$ cat config.mk
export PLATFORM = sky130hd
export DESIGN_NAME = user_module_serial_frame_tx
export DESIGN_NICKNAME = d
export VERILOG_FILES = /design/src/rtl/user_module_serial_frame_tx.sv
export SDC_FILE = /design/constraint.sdc
export NUM_CORES = 1
export LEC_CHECK = 0
export CORE_MARGIN = 2
export CORE_UTILIZATION = 30
export DETAILED_ROUTE_END_ITERATION = 10
export PLACE_DENSITY_LB_ADDON = 0.15
export SLEW_MARGIN = 20
export SYNTH_ARGS = -nofsm -noshare
export SYNTH_HDL_FRONTEND = slang
export SYNTH_SLANG_ARGS = --single-unit
$ cat constraint.sdc
create_clock -name io_in -period 2.21 [get_ports io_in]
set_clock_uncertainty 0.15 [all_clocks]
set_input_delay 0.5525 -clock io_in [delete_from_list [all_inputs] [get_ports io_in]]
set_output_delay 0.5525 -clock io_in [all_outputs]
set_load 0.005 [all_outputs]
$ cat src/rtl/user_module_serial_frame_tx.sv
// rtl/user_module_serial_frame_tx.sv - 5-bit parallel-to-serial frame transmitter (start, data LSB first, even parity, stop)
module user_module_serial_frame_tx #(
    parameter int CLKS_PER_BIT = 4,
    parameter bit PARITY_EN    = 1'b1
) (
    input  logic [7:0] io_in,
    output logic [7:0] io_out
);

    typedef enum logic [2:0] {
        IDLE   = 3'd0,
        START  = 3'd1,
        DATA   = 3'd2,
        PARITY = 3'd3,
        STOP   = 3'd4
    } state_t;

    localparam logic [3:0] DIV_LAST = 4'(CLKS_PER_BIT - 1);

    logic       clk;
    logic       reset;
    logic       start;
    logic [4:0] data;

    assign clk   = io_in[0];
    assign reset = io_in[1];
    assign start = io_in[2];
    assign data  = io_in[7:3];

    state_t     state;
    logic       txd;
    logic       busy;
    logic       done;
    logic       parity;
    logic       prev_start;
    logic [4:0] shift;
    logic [2:0] bit_idx;
    logic [3:0] div;
    logic       div_last;

    assign div_last = (div == DIV_LAST);

    always_ff @(posedge clk) begin
        if (reset) begin
            state      <= IDLE;
            txd        <= 1'b1;
            busy       <= 1'b0;
            done       <= 1'b0;
            parity     <= 1'b0;
            prev_start <= 1'b1;
            shift      <= 5'd0;
            bit_idx    <= 3'd0;
            div        <= 4'd0;
        end else begin
            prev_start <= start;
            done       <= 1'b0;
            case (state)
                IDLE: begin
                    if (start && !prev_start) begin
                        shift  <= data;
                        parity <= ^data;
                        state  <= START;
                        busy   <= 1'b1;
                        txd    <= 1'b0;
                        div    <= 4'd0;
                    end
                end
                START: begin
                    if (div_last) begin
                        div     <= 4'd0;
                        state   <= DATA;
                        bit_idx <= 3'd0;
                        txd     <= shift[0];
                    end else begin
                        div <= div + 4'd1;
                    end
                end
                DATA: begin
                    if (div_last) begin
                        div     <= 4'd0;
                        shift   <= shift >> 1;
                        bit_idx <= bit_idx + 3'd1;
                        if (bit_idx == 3'd4) begin
                            if (PARITY_EN) begin
                                state <= PARITY;
                                txd   <= parity;
                            end else begin
                                state <= STOP;
                                txd   <= 1'b1;
                            end
                        end else begin
                            // next bit is already sitting one position up
                            txd <= shift[1];
                        end
                    end else begin
                        div <= div + 4'd1;
                    end
                end
                PARITY: begin
                    if (div_last) begin
                        div   <= 4'd0;
                        state <= STOP;
                        txd   <= 1'b1;
                    end else begin
                        div <= div + 4'd1;
                    end
                end
                STOP: begin
                    if (div_last) begin
                        div   <= 4'd0;
                        state <= IDLE;
                        busy  <= 1'b0;
                        done  <= 1'b1;
                        txd   <= 1'b1;
                    end else begin
                        div <= div + 4'd1;
                    end
                end
                default: begin
                    state <= IDLE;
                    txd   <= 1'b1;
                    busy  <= 1'b0;
                    div   <= 4'd0;
                end
            endcase
        end
    end

    assign io_out = {1'b0, state, parity, done, busy, txd};

endmodule

==> impl_metrics.ini <==
[status]
status = complete, but fails checks
violations = negative hold slack

[floorplan]
row_count = 22
core_area_um2 = 3630
die_x_um = 65.5
num_io_pins = 16
dieHeight_um = 65.5
die_area_um2 = 4290
start_util = 0.312

[logic_synthesis]
synthDistinctLibCells = 45
syn_inst = 121
syn_area_per_cell_um2 = 9.37
syn_area_um2 = 1130
synth_warnings = 0
ys_seq_area_frac = 0.353
synth_ff_type = dfxtp_1
synth_seq_cells = 20
syn_nets = 132
synth_edf_count = 0
async_reset_ff_frac = 0

[worst_setup_path]
rrSetupSlack_ps = 250
critPathMostFrequentCell = clkbuf_8
cp-end-kind = register
crit_cells = 7
critPathKind = clk -> reg
crit_chain = clkbuf_8 > clkbuf_8 > nor2b_4 > a22o_4 > clkbuf_8 > o2bb2a_4 > nor2_2
setup.worst_path.start_class = clock port
regToRegEndpoint = txd
crit_arrival_ps = 2180
cp_slowest_stage_delay_ps = 260
slowest_stage = a22o_4
reg2regPathDepth = 6
path_max_fanout = 5
path_buf_inv = 3
cp_data_required_time_ps = 2260
path_delay_family = compound AO/OA/AOI/OAI gates
r2r_start = bit_idx[0]

[clock_tree]
clkLatencyLatePin_ps = 260
tritoncts = yes
cts.clk_slew.worst_paths_ps = 70
post-cts-setup-buffer-count = 0

[cells_and_area]
syn_to_final_growth_pct = 52.5
diodes = 0
fin_nets = 163
drive_gt1_frac = 0.327

[route]
avgRoutedWirePerCell_um = 14.7
vias = 1079
vias_per_cell = 5.14
drt-pass1-iter-count = 4
drt_drc_violations_left = 0
drtAntennaViolNets = 0
first_iter_violations = 76
finalWirelength_um = 3100

[min_path]
hp-start = io_in[2]
worstHoldPathType = clk -> reg
whs_path_depth = 3
hold_path_end = prev_start

[placed_design]
gp_congestion = 0.748
hpwl_um = 1500
numPortBuffers = 7

[sta]
whs_ps = -75.5
slew_headroom = 0.587
grt_setup_unrepaired = no
fin_crit_ps = 2130
setup_violations = 0
max_freq_ghz = 0.474
finalCritPeriodShare = 0.962
finalMaxSlewViolations = 0
finalSetupTns_ps = 0
timing_hold_violations_final = 18
tightest_slew_ps = 617

[global_routing]
gr-total-overflow = 0
grt_pass1_wl_um = 6080
antenna_found_initial = 0
grt_pass1_vias = 1542
grt_max_degree = 14
grt_usage = 0.186

[power_and_ir_drop]
ir_worst_vdd_uv = 1130
p_leak_nw = 0.730
power_density_nw_per_um2 = 1900

[run]
drv_cap = 0
worst reg2reg max path, cell delays in order, from the launching register on:
cell       delay, ps
dfxtp_1          360
inv_1             70
ha_1             200
nand2_1          110
mux2_2           350
a2111oi_0        500
o31ai_1          100
Yosys cell counts (2+ instances only):
| library cell | n | area (um2) |
|---|---|---|
| buf_2 | 3 | 15.0 |
| mux2i_1 | 5 | 50.1 |
| buf_6 | 4 | 45.0 |
| buf_4 | 5 | 37.5 |
| clkbuf_1 | 2 | 7.51 |
| inv_1 | 3 | 11.3 |
| dfxtp_1 | 20 | 400 |
| nor3b_1 | 2 | 15.0 |
| nor3b_2 | 2 | 25.0 |
| nor2b_1 | 2 | 12.5 |
| o31ai_1 | 2 | 15.0 |
| xor2_1 | 2 | 17.5 |
| a211oi_1 | 3 | 22.5 |
| ha_1 | 3 | 37.5 |
| nand3_1 | 4 | 20.0 |
| nand2_1 | 5 | 18.8 |
| a32oi_1 | 2 | 17.5 |
| nor3_1 | 3 | 15.0 |
| a21oi_1 | 8 | 40.0 |
| nor2_1 | 11 | 41.3 |
| o21ai_0 | 6 | 30.0 |
layout by cell type, fill, tap and decap left out, drive strengths merged, types with 2 or more instances in the layout:
master / instances
a21oi: 8
dfxtp: 20
a211oi: 4
clkdlybuf4s50: 7
nand2: 5
nand3: 4
nor3: 3
nor2b: 2
clkinv: 2
o21ai: 6
clkbuf: 43
nor2: 13
xor2: 2
mux2i: 5
a32oi: 2
ha: 3
nor3b: 4
inv: 4
o31ai: 2
power by group:
group	switching [W]	internal (W)
sequential	0	0.000403
combinational	0.000000385	0
clock	0.00102	0.00187
kinds of logic after synthesis:
| kind of cell | after synthesis | synth area share |
|---|---|---|
| buffers and inverters | 17 | 0.103 |
| AO/OA/AOI/OAI | 29 | 0.196 |
| other | 1 | 0.00331 |
| XOR/XNOR | 4 | 0.0430 |
| flip-flops | 20 | 0.353 |
| adder cells (fa/ha/maj) | 3 | 0.0331 |
| AND/OR/NAND/NOR | 41 | 0.214 |
| multiplexers | 6 | 0.0541 |
state kept, by name, summed over array words and instances (netlist names):
name / count
prev_start: 1
state: 3
busy: 1
done: 1
shift: 5
txd: 1
parity: 1
div: 4
bit_idx: 3
worst max-delay path by stage:
stage	from	to	slack, ps
final	io_in[2]	shift[4]	80
after global routing	state[2]	shift[1]	8
after CTS	io_in[2]	shift[4]	2
after detailed placement	io_in[2]	shift[4]	170
after global placement	io_in[2]	shift[4]	170
after floorplan	io_in[2]	shift[4]	100
layer usage:
metal	global-route usage	wire, um
met1	0.143	1190
met2	0.163	1440
met5	0.0417	0
met4	0.307	108
met3	0.226	363
repair_timing:
item / 4_1_cts / 5_1_grt
hold endpoints to repair: 0 / 0
pin swaps: 2 / 0
hold buffers: 0 / 0
endpoints found under the setup margin: 7 / 2
gates resized for setup: 2 / 0
through the flow:
step	util	total power [W]	cells	area, um2	worst slack [ps]
2_1_floorplan	-	0.00114	121	1130	95.4
3_3_place_gp	0.321	0.00101	163	1170	174
3_5_place_dp	0.321	0.00101	163	1170	174
4_1_cts	0.480	0.00347	211	1740	2.50
5_1_grt	0.476	0.00362	210	1730	8.46
6_report	0.476	0.00329	210	1730	83.3
layout make-up:
type                       instances  area, um2
timing repair buffer               8       77.6
sequential                        20        400
inverter                           3       11.3
clock buffer                      43        526
clock inverter                     4       30.0
tap                               48       60.1
fill                             360       1900
multi-input combinational         84        624
(Power assumes the default switching activity.)
